===== src/rtl/rf_pkg.sv =====
// Shared constants, types and helpers for the scoreboarded register file.
package rf_pkg;

    localparam int unsigned DATA_W_DEF   = 16;
    localparam int unsigned ADDR_W_DEF   = 3;
    localparam logic [15:0] BA_RESET_DEF = 16'h0400;

    typedef logic [ADDR_W_DEF-1:0] reg_addr_t;
    typedef logic [DATA_W_DEF-1:0] reg_word_t;

    // Counter width able to hold 0..pend_max inclusive.
    function automatic int unsigned pend_w_f(input int unsigned pend_max);
        return $clog2(pend_max + 1);
    endfunction

endpackage


===== src/rtl/rf_pend_counter.sv =====
// Saturating up/down counter tracking in-flight writes for one register.
module rf_pend_counter #(
    parameter int unsigned PEND_MAX = 3,
    parameter int unsigned PEND_W   = 2
) (
    input  logic              clk,
    input  logic              rst_n,
    input  logic              inc_i,
    input  logic              dec_i,
    output logic [PEND_W-1:0] cnt_o,
    output logic              sat_o,
    output logic              zero_o
);

    logic [PEND_W-1:0] cnt_q;
    logic [PEND_W-1:0] cnt_d;

    assign sat_o  = (cnt_q == PEND_W'(PEND_MAX));
    assign zero_o = (cnt_q == '0);
    assign cnt_o  = cnt_q;

    // Simultaneous inc and dec cancel; both ends clamp rather than wrap.
    always_comb begin
        cnt_d = cnt_q;
        if (inc_i && !dec_i && !sat_o) begin
            cnt_d = cnt_q + PEND_W'(1);
        end else if (dec_i && !inc_i && !zero_o) begin
            cnt_d = cnt_q - PEND_W'(1);
        end
    end

    always_ff @(posedge clk) begin
        if (!rst_n) begin
            cnt_q <= '0;
        end else begin
            cnt_q <= cnt_d;
        end
    end

endmodule


===== src/rtl/regfile_sb.sv =====
// Multi-port register file with per-register pending-write scoreboard.
// Optional same-cycle write-back forwarding to reads: define RF_BYPASS_EN.
module regfile_sb
    import rf_pkg::*;
#(
    parameter int unsigned       DATA_W   = DATA_W_DEF,
    parameter int unsigned       ADDR_W   = ADDR_W_DEF,
    parameter int unsigned       NUM_RD   = 2,
    parameter int unsigned       PEND_MAX = 3,
    parameter logic [DATA_W-1:0] BA_RESET = DATA_W'(BA_RESET_DEF)
) (
    input  logic                     clk,
    input  logic                     rst_n,
    input  logic [NUM_RD*ADDR_W-1:0] rd_addr,
    output logic [NUM_RD*DATA_W-1:0] rd_data,
    output logic [NUM_RD-1:0]        rd_busy,
    input  logic                     issue_valid,
    input  logic [ADDR_W-1:0]        issue_addr,
    output logic                     issue_ready,
    input  logic                     wb_valid,
    input  logic [ADDR_W-1:0]        wb_addr,
    input  logic [DATA_W-1:0]        wb_data,
    output logic                     wb_err
);

    localparam int unsigned NREGS  = 2 ** ADDR_W;
    localparam int unsigned PEND_W = pend_w_f(PEND_MAX);

    logic [DATA_W-1:0] regs_q [NREGS];
    logic [PEND_W-1:0] cnt    [NREGS];
    logic [NREGS-1:0]  sat;
    logic [NREGS-1:0]  zero;
    logic [NREGS-1:0]  inc;
    logic [NREGS-1:0]  dec;
    logic              issue_acc;
    logic              wb_err_q;
    logic              wb_err_d;

    // A write-back to the same register frees a slot even when saturated.
    assign issue_ready = !sat[issue_addr] || (wb_valid && (wb_addr == issue_addr));
    assign issue_acc   = issue_valid && issue_ready;

    for (genvar r = 0; r < NREGS; r++) begin : g_pend
        assign inc[r] = issue_acc && (issue_addr == ADDR_W'(r));
        assign dec[r] = wb_valid && (wb_addr == ADDR_W'(r));

        rf_pend_counter #(
            .PEND_MAX (PEND_MAX),
            .PEND_W   (PEND_W)
        ) u_cnt (
            .clk    (clk),
            .rst_n  (rst_n),
            .inc_i  (inc[r]),
            .dec_i  (dec[r]),
            .cnt_o  (cnt[r]),
            .sat_o  (sat[r]),
            .zero_o (zero[r])
        );
    end

    always_ff @(posedge clk) begin
        if (!rst_n) begin
            for (int unsigned r = 0; r < NREGS; r++) begin
                regs_q[r] <= (r == 0) ? BA_RESET : '0;
            end
        end else if (wb_valid) begin
            regs_q[wb_addr] <= wb_data;
        end
    end

    // Orphan write-back: nothing pending and no same-cycle issue to cover it.
    always_comb begin
        wb_err_d = wb_err_q;
        if (wb_valid && zero[wb_addr] && !(issue_acc && (issue_addr == wb_addr))) begin
            wb_err_d = 1'b1;
        end
    end

    always_ff @(posedge clk) begin
        if (!rst_n) begin
            wb_err_q <= 1'b0;
        end else begin
            wb_err_q <= wb_err_d;
        end
    end

    assign wb_err = wb_err_q;

    for (genvar i = 0; i < NUM_RD; i++) begin : g_rd
        logic [ADDR_W-1:0] addr;
        assign addr = rd_addr[i*ADDR_W +: ADDR_W];
`ifdef RF_BYPASS_EN
        logic wb_hit;
        assign wb_hit = wb_valid && (wb_addr == addr);
        assign rd_data[i*DATA_W +: DATA_W] = wb_hit ? wb_data : regs_q[addr];
        assign rd_busy[i] = (cnt[addr] != '0) && !(wb_hit && (cnt[addr] == PEND_W'(1)));
`else
        assign rd_data[i*DATA_W +: DATA_W] = regs_q[addr];
        assign rd_busy[i] = (cnt[addr] != '0);
`endif
    end

endmodule


===== config.mk =====
export PLATFORM = sky130hd
export DESIGN_NAME = regfile_sb
export DESIGN_NICKNAME = d
export VERILOG_FILES = /design/src/rtl/rf_pkg.sv /design/src/rtl/rf_pend_counter.sv /design/src/rtl/regfile_sb.sv
export SDC_FILE = /design/constraint.sdc
export NUM_CORES = 1
export LEC_CHECK = 0
export ABC_AREA = 1
export BUFFER_PORTS_ARGS = -buffer_cell sky130_fd_sc_hd__buf_2
export CAP_MARGIN = 20
export CELL_PAD_IN_SITES_DETAIL_PLACEMENT = 2
export CELL_PAD_IN_SITES_GLOBAL_PLACEMENT = 2
export CORE_ASPECT_RATIO = 0.6
export CORE_MARGIN = 2
export CORE_UTILIZATION = 39
export CTS_CLUSTER_DIAMETER = 100
export CTS_CLUSTER_SIZE = 8
export DETAILED_ROUTE_END_ITERATION = 8
export PLACE_DENSITY_LB_ADDON = 0.1
export SETUP_SLACK_MARGIN = 0.1
export SLEW_MARGIN = 0
export SYNTH_ARGS = -nofsm -noshare
export SYNTH_HDL_FRONTEND = slang
export SYNTH_HIERARCHICAL = 1
export SYNTH_SLANG_ARGS = --single-unit

===== constraint.sdc =====
create_clock -name clk -period 2.43 [get_ports clk]
set_input_delay 0.1215 -clock clk [delete_from_list [all_inputs] [get_ports clk]]
set_output_delay 0.1215 -clock clk [all_outputs]
set_load 0.02 [all_outputs]

# Word level (Yosys, flattened, before mapping)
# Memory sizes are Yosys's and may differ from the RTL's.
# Index checks and enable logic that the tools add are counted.
totals:
  reg_bits: 17
  ram_bits: 128
  output_inout_bits: 36
  mem_count: 1
classes:
  add_sub_neg: 16
  order_cmp: 4
  eq_ne: 24
  mux: 33
  bitwise_logic: 2
  reduce_logical: 109
mem_list:
  columns: ["memory", "depth", "width", "rd", "rd_ports_with_merged_regs", "wr", "line", "text"]
  rows:
  - ["regs_q", 8, 16, 2, 0, 8, "regfile_sb.sv:29", "logic [DATA_W-1:0] regs_q [NREGS];"]
op_table:
  columns: ["cell", "count"]
  rows:
  - ["1-bit logical AND", 53]
  - ["2-bit 2-to-1 mux", 20]
  - ["1-bit zero test", 34]
  - ["3-bit == test, second input constant", 8]
  - ["2-bit nonzero test", 10]
  - ["2-bit by 1-bit adder with 2-bit output, second input constant", 8]
  - ["2-bit == test, second input constant", 8]
  - ["2-bit zero test", 8]
  - ["16-bit 2-to-1 mux", 1]
  - ["16-bit OR reduction", 1]
  - ["2-bit by 1-bit subtractor with 2-bit output, second input constant", 8]
  - ["2-bit binary-select mux with 3-bit select", 2]
  - ["3-bit by 2-bit == test with 1-bit output, second input constant", 4]
  - ["4-bit greater-or-equal comparator, second input constant", 2]
  - ["3-bit by 4-bit < comparator with 1-bit output, second input constant", 2]
  - ["3-bit NOT with 4-bit output", 2]
  - ["1-bit 2-to-1 mux", 7]
  - ["1-bit binary-select mux with 3-bit select", 2]
  - ["3-bit by 1-bit == test with 1-bit output, second input constant", 2]
  - ["3-bit == test", 2]
  - ["3-bit zero test", 2]
  - ["3-bit 2-to-1 mux", 1]
  - ["1-bit logical OR", 1]

# Depth between registers and ports, before layout
# Gate-level depths: netlist of the first run.
depth:
  depth_word: 12
  mapped_depth: 16

# By module
# The synthesis of the first run kept the hierarchy.
modules_own_cells:
  columns: ["mod", "n_inst", "cells_each", "area_each_um2", "seq_area_each_um2"]
  rows:
  - ["regfile_sb", 1, 865, 7327.0, 3863.7]
  - ["rf_pend_counter", 8, 20, 120.1, 40.0]

# Least setup slack after synthesis of the first run
# Ideal clock, no wire load.
synth_timing:
  path_kind: "flip-flop to flip-flop"
  from: "reg g_pend[3].u_cnt.cnt_q[1]"
  to: "reg g_pend[0].u_cnt.cnt_q[0]"
  setup_time_ns: 0.115
  arrival_time_ns: 1.482
  t_required_ns: 2.315
  setup_slack_ns: 0.833
  stages_incl_launch_ff: 16
  path_buffers: 0
  synth_period_minus_slack_ns: 1.597
  cell_sequence: "dfxtp_1 -> nand2_1 -> inv_1 -> nand3_1 -> nand2_1 -> inv_1 -> nand3_1 -> nand3_2 -> nand2_1 -> inv_1 -> nand2_2 -> nor2_1 -> nor2_1 -> nand2_2 -> a21oi_1 -> nor2_1"
synth_between:
  elab_chain_cells: 11
  elab_cells_between_ends: 14
synth_rtl:
  columns: ["element", "line", "text"]
  rows:
  - ["start: declaration", "rf_pend_counter.sv:15", "logic [PEND_W-1:0] cnt_q;"]
  - ["start signal: assignment", "rf_pend_counter.sv:36", "cnt_q <= cnt_d;"]
  - ["2-bit == test (*)", "rf_pend_counter.sv:18", "assign sat_o = (cnt_q == PEND_W'(PEND_MAX));"]
  - ["via sat[3]", "regfile_sb.sv:31", "logic [NREGS-1:0] sat;"]
  - ["1-bit binary-select mux with 3-bit select (*)", "regfile_sb.sv:40", "assign issue_ready = !sat[issue_addr] || (wb_valid && (wb_addr == issue_addr));"]
  - ["1-bit 2-to-1 mux (not written as such) (*)", "regfile_sb.sv:40", null]
  - ["1-bit zero test (*)", "regfile_sb.sv:40", null]
  - ["1-bit logical OR (*)", "regfile_sb.sv:40", null]
  - ["via issue_ready", "regfile_sb.sv:19", "output logic issue_ready,"]
  - ["1-bit logical AND (*)", "regfile_sb.sv:41", "assign issue_acc = issue_valid && issue_ready;"]
  - ["1-bit logical AND (*)", "regfile_sb.sv:44", "assign inc[r] = issue_acc && (issue_addr == ADDR_W'(r));"]
  - ["via inc[0]", "regfile_sb.sv:33", "logic [NREGS-1:0] inc;"]
  - ["1-bit zero test", "rf_pend_counter.sv:27", "end else if (dec_i && !inc_i && !zero_o) begin"]
  - ["1-bit logical AND (2 in series)", "rf_pend_counter.sv:27", null]
  - ["2-bit nonzero test (no source line)", null, null]
  - ["end signal: assignment", "rf_pend_counter.sv:36", null]
  - ["end: declaration", "rf_pend_counter.sv:15", null]
# Mark *: on every way through the listed nets, which the timed path passes. The rest lies on a longest branch. The select of a mux whose other input is x is not followed.
# A chain may end at the register's enable or synchronous reset.

# Final worst setup path of the first run
layout_timing:
  from: "reg g_pend[3].u_cnt.cnt_q[1]"
  to: "reg g_pend[5].u_cnt.cnt_q[0]"
layout_between:
  elab_chain_cells: 11
  elab_cells_between_ends: 14
layout_rtl:
  columns: ["element", "line"]
  rows:
  - ["2-bit == test (*)", "rf_pend_counter.sv:18"]
  - ["via sat[3]", "regfile_sb.sv:31"]
  - ["1-bit binary-select mux with 3-bit select (*)", "regfile_sb.sv:40"]
  - ["1-bit 2-to-1 mux (not written as such) (*)", "regfile_sb.sv:40"]
  - ["1-bit zero test (*)", "regfile_sb.sv:40"]
  - ["1-bit logical OR (*)", "regfile_sb.sv:40"]
  - ["1-bit logical AND (*)", "regfile_sb.sv:41"]
  - ["1-bit logical AND (*)", "regfile_sb.sv:44"]
  - ["via inc[5]", "regfile_sb.sv:33"]
  - ["1-bit zero test", "rf_pend_counter.sv:27"]
  - ["1-bit logical AND (2 in series)", "rf_pend_counter.sv:27"]
  - ["2-bit nonzero test (no source line)", null]
  - ["end signal: assignment", "rf_pend_counter.sv:36"]
  - ["end: declaration", "rf_pend_counter.sv:15"]
# Marked as above.

==> results list, run 1 <==
* Run status: finished clean
- The worst path meets setup with 0.4334 ns of slack.
- During synthesis, Yosys emitted a total of 6 warnings.
* Iteration-0 DRC count of the detailed router: 815
- Share of the clock period used by the worst path: 82.16%
* Clk sink count: about 150
- Total nets after synthesis: 1057
- Maximum number of pins on one net before global-route repair: 86
- Using the TritonRoute via totals, the vias-per-cell ratio works out to 5.761.
- The path class of the tightest hold or removal check is input port to register.
- Setup Fix Bufs, Post-CTS: 0
* Initial standard-cell utilization of the core: 39.60%
- A synthesized cell averages 8.086 µm².
- In this run the worst path has a maximum fanout of 5.
- Die Footprint: 22470 µm²
- Initial antenna violation count: 0
- Vias in the first global route: 8272
* Drc violations: 0
* Syn Std Cell Area: 8288 µm²
- The final number of hold-violating endpoints is 0.
- Across the run, the number of max-cap violations was 0.
- Routability cong.: 0.8199
- CTS Root Cell: clkbuf_16
- The finished cells cover 9678 µm².
- Final Setup Violations: 0
* Slew Limit Fails: 0
* Global-route wire length before repair: roughly 52000 µm
- First-pass DRT Iterations: 5
* Post-synth top flop: edfxtp_1
- Setup repair after global routing left no endpoint under its margin.
- GR Util All Layers: 32.27%
- The total area inside the core boundary comes to 20930 µm².
- The synthesized design contains 128 enable-type register cells.
* Required time at the endpoint of the critical path: 2.76 ns
- CP startpoint kind: register
* Area overhead of the layout relative to synthesis: 16.77%
* Detailed-routed wire length on met2: 14630 µm
- Antenna-violating nets left: 0
- Adding up every negative setup slack in the final design gives 0 ns.
- Cells fill 46.24% of the core in the end.
- Hold repair after CTS inserted 0 buffers.
* Async SR Flop Fraction: 0%
* Met1 Wirelength: 17030 µm
- The floorplan step set the die height to approximately 120 µm.
- Diodes inserted: 0
- Data arrival time at the worst-slack endpoint: 2.33 ns
* Length of routed met3 wiring: 2470 µm
- The count of buffers added on input and output ports is 67.
- After clock tree synthesis, the clock-pin slew on the worst setup and hold paths is around 0.060 ns.
- Worst Tran Pin Value: just over 0.6 ns
- Buffers from clock root to sink, at most: 2
- After detailed routing, no signal wire sits above met4.
- Summing the sequential cell areas from Yosys gives 50.48% of the chip area.
- Number of cells upsized or downsized after cts: 0
- The later pin in the worst-skew pair is clocked with a latency of between 0.4 and 0.5 ns.
- Cell Chain, Critical Path: nand2_1, inv_1, nand3_1, nand2_1, inv_1, nand3_1, nand3_2, nand2_1, inv_1, nand2_2, nor2_1, nand3_1, a21oi_1, nor2_1
- TritonCTS clock tree: built
* CP peak stage delay: 0.34 ns
- Across the routed clock network, the largest skew measured is 0.005557 ns.
- Fill cells in the final layout number 2369.
* Maximum vdd ir drop: 0.5106 mV
* Leak: 0.003945 µW
- Average wire length per cell after detail routing: 25.24 µm
* Placement row count: slightly above 40
* Fraction of final layout cells sized beyond drive strength 1: about 16%
- Largest delay contributor family on the critical path: simple AND/OR/NAND/NOR gates
* Distinct cell type count after synthesis: 29
- The H-tree generated during clock tree synthesis spans 4 levels.
* # IOs: 68
* Worst slack, placed: ~0.46 ns
* Number of buffers created by CTS: 17
* Post-DP HPWL: 23550 µm
- The multi-input combinational cells in the finished layout cover a total of 3323 µm².
* Routed Wire Length: 34860 µm
* Mapped Cells: 1025
* Horizontal extent of the die: 192.2 µm
- Placed Instance Area: 9014 µm²
* GRT overflow: 0
* Time the worst path needs with I/O delays and setup: 1.997 ns
- The slowest stage of the critical path is the dfxtp_1 cell.
- Kind of capture point of the worst setup path: register
* Max transition margin: 59.58%
- The final layout contains 1121 nets.
* Power density over cell area: 722.4 nW/µm²
- The critical path is of the register to register type.
- Timing would allow up to 500.9 MHz.
* Number of synthesized register bits: 145
- The critical path contains buffers and inverters numbering 3 combined.
* Vias after detailed routing: 7956
* Register Area: 4184 µm²
[where the power goes]
part	leakage [µW]	switching, µW	internal (µW)	total, µW
Clock	0.000318	1120	1930	3040
Sequential	0.00136	73.1	2860	2930
Combinational	0.00226	749	273	1020
Total	0.00394	1940	5050	6990
[cell usage after synthesis (4+ instances only)]
master	count	share of area, %
o211ai_1	34	3.1
nor2_4	4	0.54
nor2_1	185	8.4
edfxtp_1	128	46
a22oi_1	4	0.36
inv_2	6	0.27
dfxtp_1	17	4.1
nand3_1	28	1.7
nand2_2	24	1.8
o21ai_0	143	8.6
o21ai_1	7	0.42
nand2_1	128	5.8
buf_2	26	1.6
buf_6	6	0.82
clkbuf_1	21	0.95
nor2_2	8	0.60
a21oi_1	89	5.4
a31oi_1	33	2.5
inv_1	118	5.3
[registers in the layout, indices dropped and copies added, names as in the netlist]
signal / cells
regs_q: 128
wb_err: 1
g_pend.u_cnt/cnt_o: 16
[layout make-up]
| class | count | area share [%] |
|---|---|---|
| Clock buffer | 18 | 4.434 |
| Clock inverter | 14 | 2.431 |
| Inverter | 127 | 4.926 |
| Multi-Input combinational cell | 695 | 34.34 |
| Sequential cell | 145 | 43.23 |
| Tap cell | 279 | 3.607 |
| Timing Repair Buffer | 103 | 7.033 |
[kinds of logic (layout without fill, tap and decap cells)]
| logic type | Yosys count | count (layout) | share of synthesized area (%) |
|---|---|---|---|
| AOI/OAI and AO/OA | 311 | 311 | 20.49 |
| and+or+nand+nor | 383 | 383 | 19.50 |
| DFF | 145 | 145 | 50.48 |
| xor gates and xnor gates | 1 | 1 | 0.1057 |
| buffers and inverters | 185 | 262 | 9.420 |
[tightest hold or removal path: cells and delay by family]
family	cells	cell delay [ns]
buffers and inverters	2	0.20
and+or+nand+nor	1	0.12
[final timing paths]
check,startpoint,end,slack [ns],cells after the start
min,wb_data[3],regs_q[3][3]$_SDFFCE_PN0P_,0.12,3
min reg2reg,wb_err$_SDFFE_PN0P_,wb_err$_SDFFE_PN0P_,0.45,2
max reg2reg,g_pend[3].u_cnt/cnt_o[1]$_SDFFE_PN0P_,g_pend[5].u_cnt/cnt_o[0]$_SDFFE_PN0P_,0.43,14
max,g_pend[3].u_cnt/cnt_o[1]$_SDFFE_PN0P_,g_pend[5].u_cnt/cnt_o[0]$_SDFFE_PN0P_,0.43,14
[placed cells by master, fill, tap and decap left out, drive strengths merged]
master	instances
clkinvlp	2
bufinv	6
nand4	1
dfxtp	17
and3	1
xnor2	1
buf	103
clkbuf	18
nand3	29
a31oi	33
inv	126
a32o	1
nor2	197
a21oi	89
edfxtp	128
o211ai	34
o21ai	150
nand2	155
a22oi	4
clkinv	7
[through the flow]
step	hold WS [ns]	instances	power (µW)
6_report	0.1182	1381	6991
5_1_grt	0.1443	1381	7196
4_1_cts	0.1031	1381	6995
3_5_place_dp	0.4438	1349	3966
3_3_place_gp	0.4412	1349	3924
2_1_floorplan	0.2422	1025	3520
[layer usage]
metal	GRT usage, %	vias to the layer above
met5	0	-
met4	9.975	0
met3	8.199	47
met2	47.77	263
met1	46.52	4054
li1	-	3592
(Power assumes the default switching activity.)
==> run 2, diff against run 1 <==
ABC_AREA = 0   (was 1)
CORE_UTILIZATION = 43   (was 39)
clock period = 2 ns   (was 2.43 ns; I/O delays follow)
==> results list, run 2 <==
* TritonCTS clock tree: built (unchanged)
- The clock tree root buffer cell is clkbuf_16 (unchanged).
* Initial antenna violation count: 3 (was 0)
* Leak: 0.003774 µW (was 0.003945 µW)
- The total power per unit cell area is 804.7 nW/µm² (was 722.4 nW/µm²).
- The area share of and/or/nand/nor cells after synthesis is 17.99% (was 19.50%).
- Share of the clock period used by the worst path: 99.62% (was 82.16%)
* Path class of the lowest-slack min-delay path: input port to register (unchanged)
* Clock latency at the later pin of the worst-skew pair: 0.43 ns (was 0.44 ns)
- Largest clock skew in the final design: 0.006037 ns (was 0.005557 ns)
- The complex-gate fraction of the synthesized area is 4.845% (was 20.49%).
- The maximum number of pins on one net before global-route repair came to 41 (was 86).
- The starting utilization of the core area is 43.49% (was 39.60%).
- The share of flip-flops with an asynchronous set or reset came to 0% (unchanged).
* Vias after detailed routing: 5844 (was 7956)
- Mapped Cells: 592 (was 1025)
- The commonest non-fill, non-tap cell in the layout is edfxtp_1 (was nor2_1).
- The adder-cell area share of the yosys netlist was 0% (unchanged).
- Distinct cell type count after synthesis: 42 (was 29)
* Setup repair after global routing missed its margin: yes (was no)
- Antenna-violating nets left: 0 (unchanged)
- Main combinational cell family by area after synthesis: multiplexers (was compound AO/OA/AOI/OAI gates)
- H-tree depth: 4 (unchanged)
- The xor and xnor area share after synthesis is 0.3199% (was 0.1057%).
- Drc violations: 0 (unchanged)
- Max-cap violation count: 0 (unchanged)
- The total setup buffers inserted after CTS came to 0 (unchanged).
* Share of synthesized area spent on multiplexers: 23.39% (was 0%)
* Number of synthesized register bits: 145 (unchanged)
* Port Buffers: 67 (unchanged)
* Data arrival time at the worst-slack endpoint: 2.31 ns (was 2.33 ns)
* Die Ht: 111.1 µm (was 116.9 µm)
- Number of filler cells placed in the layout: 1721 (was 2369)
* Crit path kind: register to register (unchanged)
* Post-synth top flop: edfxtp_1 (unchanged)
- The final critical path time including I/O delays and setup is 1.992 ns (was 1.997 ns).
- The number of top-level design ports is 68 (unchanged).
* Iteration-0 DRC count of the detailed router: 502 (was 815)
- The sink count of the clock tree is 145 (unchanged).
- Dominant cells by area after synthesis: edfxtp_1, mux4_2, and2_1 (was edfxtp_1, o21ai_0, nor2_1).
- The kind of start point of the critical path is a register (unchanged).
* Final hold violation count: 0 (unchanged)
- The number of CTS-inserted buffers is 17 (unchanged).
* Required time at the endpoint of the critical path: 2.32 ns (was 2.76 ns)
* Horizontal extent of the die: 182.4 µm (was 192.2 µm)
- Number of flip-flops under the largest register name: 128 (unchanged)
- Top reg by flops: regs_q (unchanged)
- The highest fanout seen on the critical path is 7 (was 5).
- The detail-routed net length per standard cell came to 30.42 µm (was 25.24 µm).
* Core Region: 18880 µm² (was 20930 µm²)
- The upper clock frequency limit was 501.9 MHz (was 500.9 MHz).
* Fraction of final layout cells sized beyond drive strength 1: 45.18% (was 16.24%)
- The global-route wire length before repair was 42900 µm (was 52030 µm).
- The clock-pin slew on the worst setup and hold paths was 0.06 ns (about the same).
- Vias in the first global route: 6504 (was 8272)
* Most used standard cell by instance count after synthesis: edfxtp_1 (was nor2_1)
* EDFF count, synth: 128 (unchanged)
- The sequential element share of the synthesized area is 50.94% (was 50.48%).
* Most used cells in the layout excluding fill and tap cells: edfxtp_1, and2_1, mux4_2 (was nor2_1, o21ai_0, nand2_1, edfxtp_1, inv_1)
* Area leader, netlist: edfxtp_1 (unchanged)
- The count of standard-cell rows came to 39 (was 41).
- Final Setup Violations: 0 (unchanged)
- Post-DP HPWL: 17910 µm (was 23550 µm)
- The total negative setup slack was 0 ns (unchanged).
- The total wirelength of the detailed-routed design is 28990 µm (was 34860 µm).
* Final core utilization: 54.65% (was 46.24%)
- GRT overflow: 0 (unchanged)
- The worst hold slack was 0.04804 ns (was 0.1182 ns).
* Maximum vdd ir drop: 0.6065 mV (was 0.5106 mV)
- List of most frequent post-synthesis cells: edfxtp_1, and2_1, mux4_2, mux2_2, nor2_1 (was nor2_1, o21ai_0, edfxtp_1, nand2_1, inv_1).
- Slew Limit Fails: 0 (unchanged)
* Average cell area after synthesis: 13.87 µm² (was 8.086 µm²)
- Hold-fix buffers, CTS: 0 (unchanged)
- The floorplan die area came to 20260 µm² (was 22470 µm²).
- The synthesis warning total is 6 (unchanged).
- Kind of capture point of the worst setup path: register (unchanged)
- The normalized max-slew margin came to 47.76% (was 59.58%).
- GR Util All Layers: 29.64% (was 32.27%)
* Worst Tran Pin Value: 0.7836 ns (was 0.6056 ns)
* Area overhead of the layout relative to synthesis: 25.66% (was 16.77%)
- Finished layout cell area: 10320 µm² (was 9678 µm²)
* First-pass DRT Iterations: 5 (unchanged)
- Share of the synthesized area in the top cell type: 46.80% (was 46.38%)
- Number of nets in the finished design: 725 (was 1121)
- The area of the mapped netlist is 8213 µm² (was 8288 µm²).
* Detailed-route vias per instance: 6.132 (was 5.761)
- The maximum root-to-sink buffer count was 2 (unchanged).
- Run status: finished clean (unchanged)
* Placed Instance Area: 9156 µm² (was 9014 µm²)
- Total nets after synthesis: 624 (was 1057)
- Routability cong.: 0.8122 (was 0.8199)
==> run 2: cell types whose count changed in the layout (fill, tap and decap cells not counted), sizes merged, moves of 34 or more <==
cell    delta
a21oi     -73
o21ai    -126
and2     +135
mux2      +35
nor2     -165
nand2    -138
inv      -124
o211ai    -34
mux4      +66
==> run 2: kinds of logic (layout without fill, tap and decap cells) <==
| kind of cell | count (synthesis) | in the layout |
|---|---|---|
| muxes | 105 | 105 |
| xor gates and xnor gates | 3 | 3 |
| and+or+nand+nor | 244 | 244 |
| buffers and inverters | 34 | 148 |
| DFF | 145 | 145 |
| other | 0 | 1 |
| AOI/OAI and AO/OA | 61 | 61 |
==> run 2: final timing paths <==
path              depth (start not counted)                                  start  slack (ns)                               endpoint
setup reg to reg                          8  g_pend[5].u_cnt/cnt_o[1]$_SDFFE_PN0P_       0.008  g_pend[6].u_cnt/cnt_o[0]$_SDFFE_PN0P_
setup / recovery                          8  g_pend[5].u_cnt/cnt_o[1]$_SDFFE_PN0P_       0.008  g_pend[6].u_cnt/cnt_o[0]$_SDFFE_PN0P_
hold / removal                            2                             wb_data[8]        0.05             regs_q[1][8]$_SDFFCE_PN0P_
hold reg to reg                           2                    wb_err$_SDFFE_PN0P_        0.48                    wb_err$_SDFFE_PN0P_
==> run 2: layout make-up <==
type                            count  area [µm²]  area share (%)
Antenna cell                        1       2.502         0.02425
Tap cell                          246       307.8           2.983
Clock inverter                     13       142.6           1.382
Timing Repair Buffer              115        1011           9.796
Sequential cell                   145        4193           40.63
Clock buffer                       19       432.9           4.195
Multi-Input combinational cell    413        4224           40.93
Inverter                            1       6.256         0.06062
==> run 2: repair_timing <==
action | in CTS | in global routing
setup endpoints to repair | 39 | 47
pin swaps | 7 | 10
gates resized for setup | 116 | 55
==> run 2: report_power, final <==
| part | internal (µW) | leakage (µW) | switching, µW |
|---|---|---|---|
| registers | 3480 | 0.00138 | 110 |
| logic | 712 | 0.00211 | 752 |
| clock network | 1940 | 0.000283 | 1310 |
| total | 6140 | 0.00377 | 2170 |
==> run 2: per-stage QoR <==
step | total power (µW) | setup WS (ns) | cells
finish | 8305 | 0.007656 | 953
global route | 8536 | -0.05732 | 953
CTS | 8259 | 0.02525 | 952
detailed placement | 4854 | -0.3086 | 920
global placement | 4779 | -0.1626 | 920
floorplan | 4353 | -0.1424 | 592
==> run 2: layer usage <==
metal	part of all wire [%]	up-vias	track usage [%]	routed length [µm]
met3	4.7	52	4.862	1354
li1	-	2453	-	-
met5	0	-	0	0
met4	2.2	0	8.333	624
met2	50	205	48.78	14450
met1	43	3134	41.02	12560
==> run 2: critical path: stages, from the launching register on <==
cell and delay (ns):
dfxtp_2 0.32, and2_4 0.16, mux2i_4 0.16, nand3_2 0.13
and4_4 0.29, nor3b_4 0.29, or2b_1 0.28, o21ai_2 0.15
a21oi_1 0.09
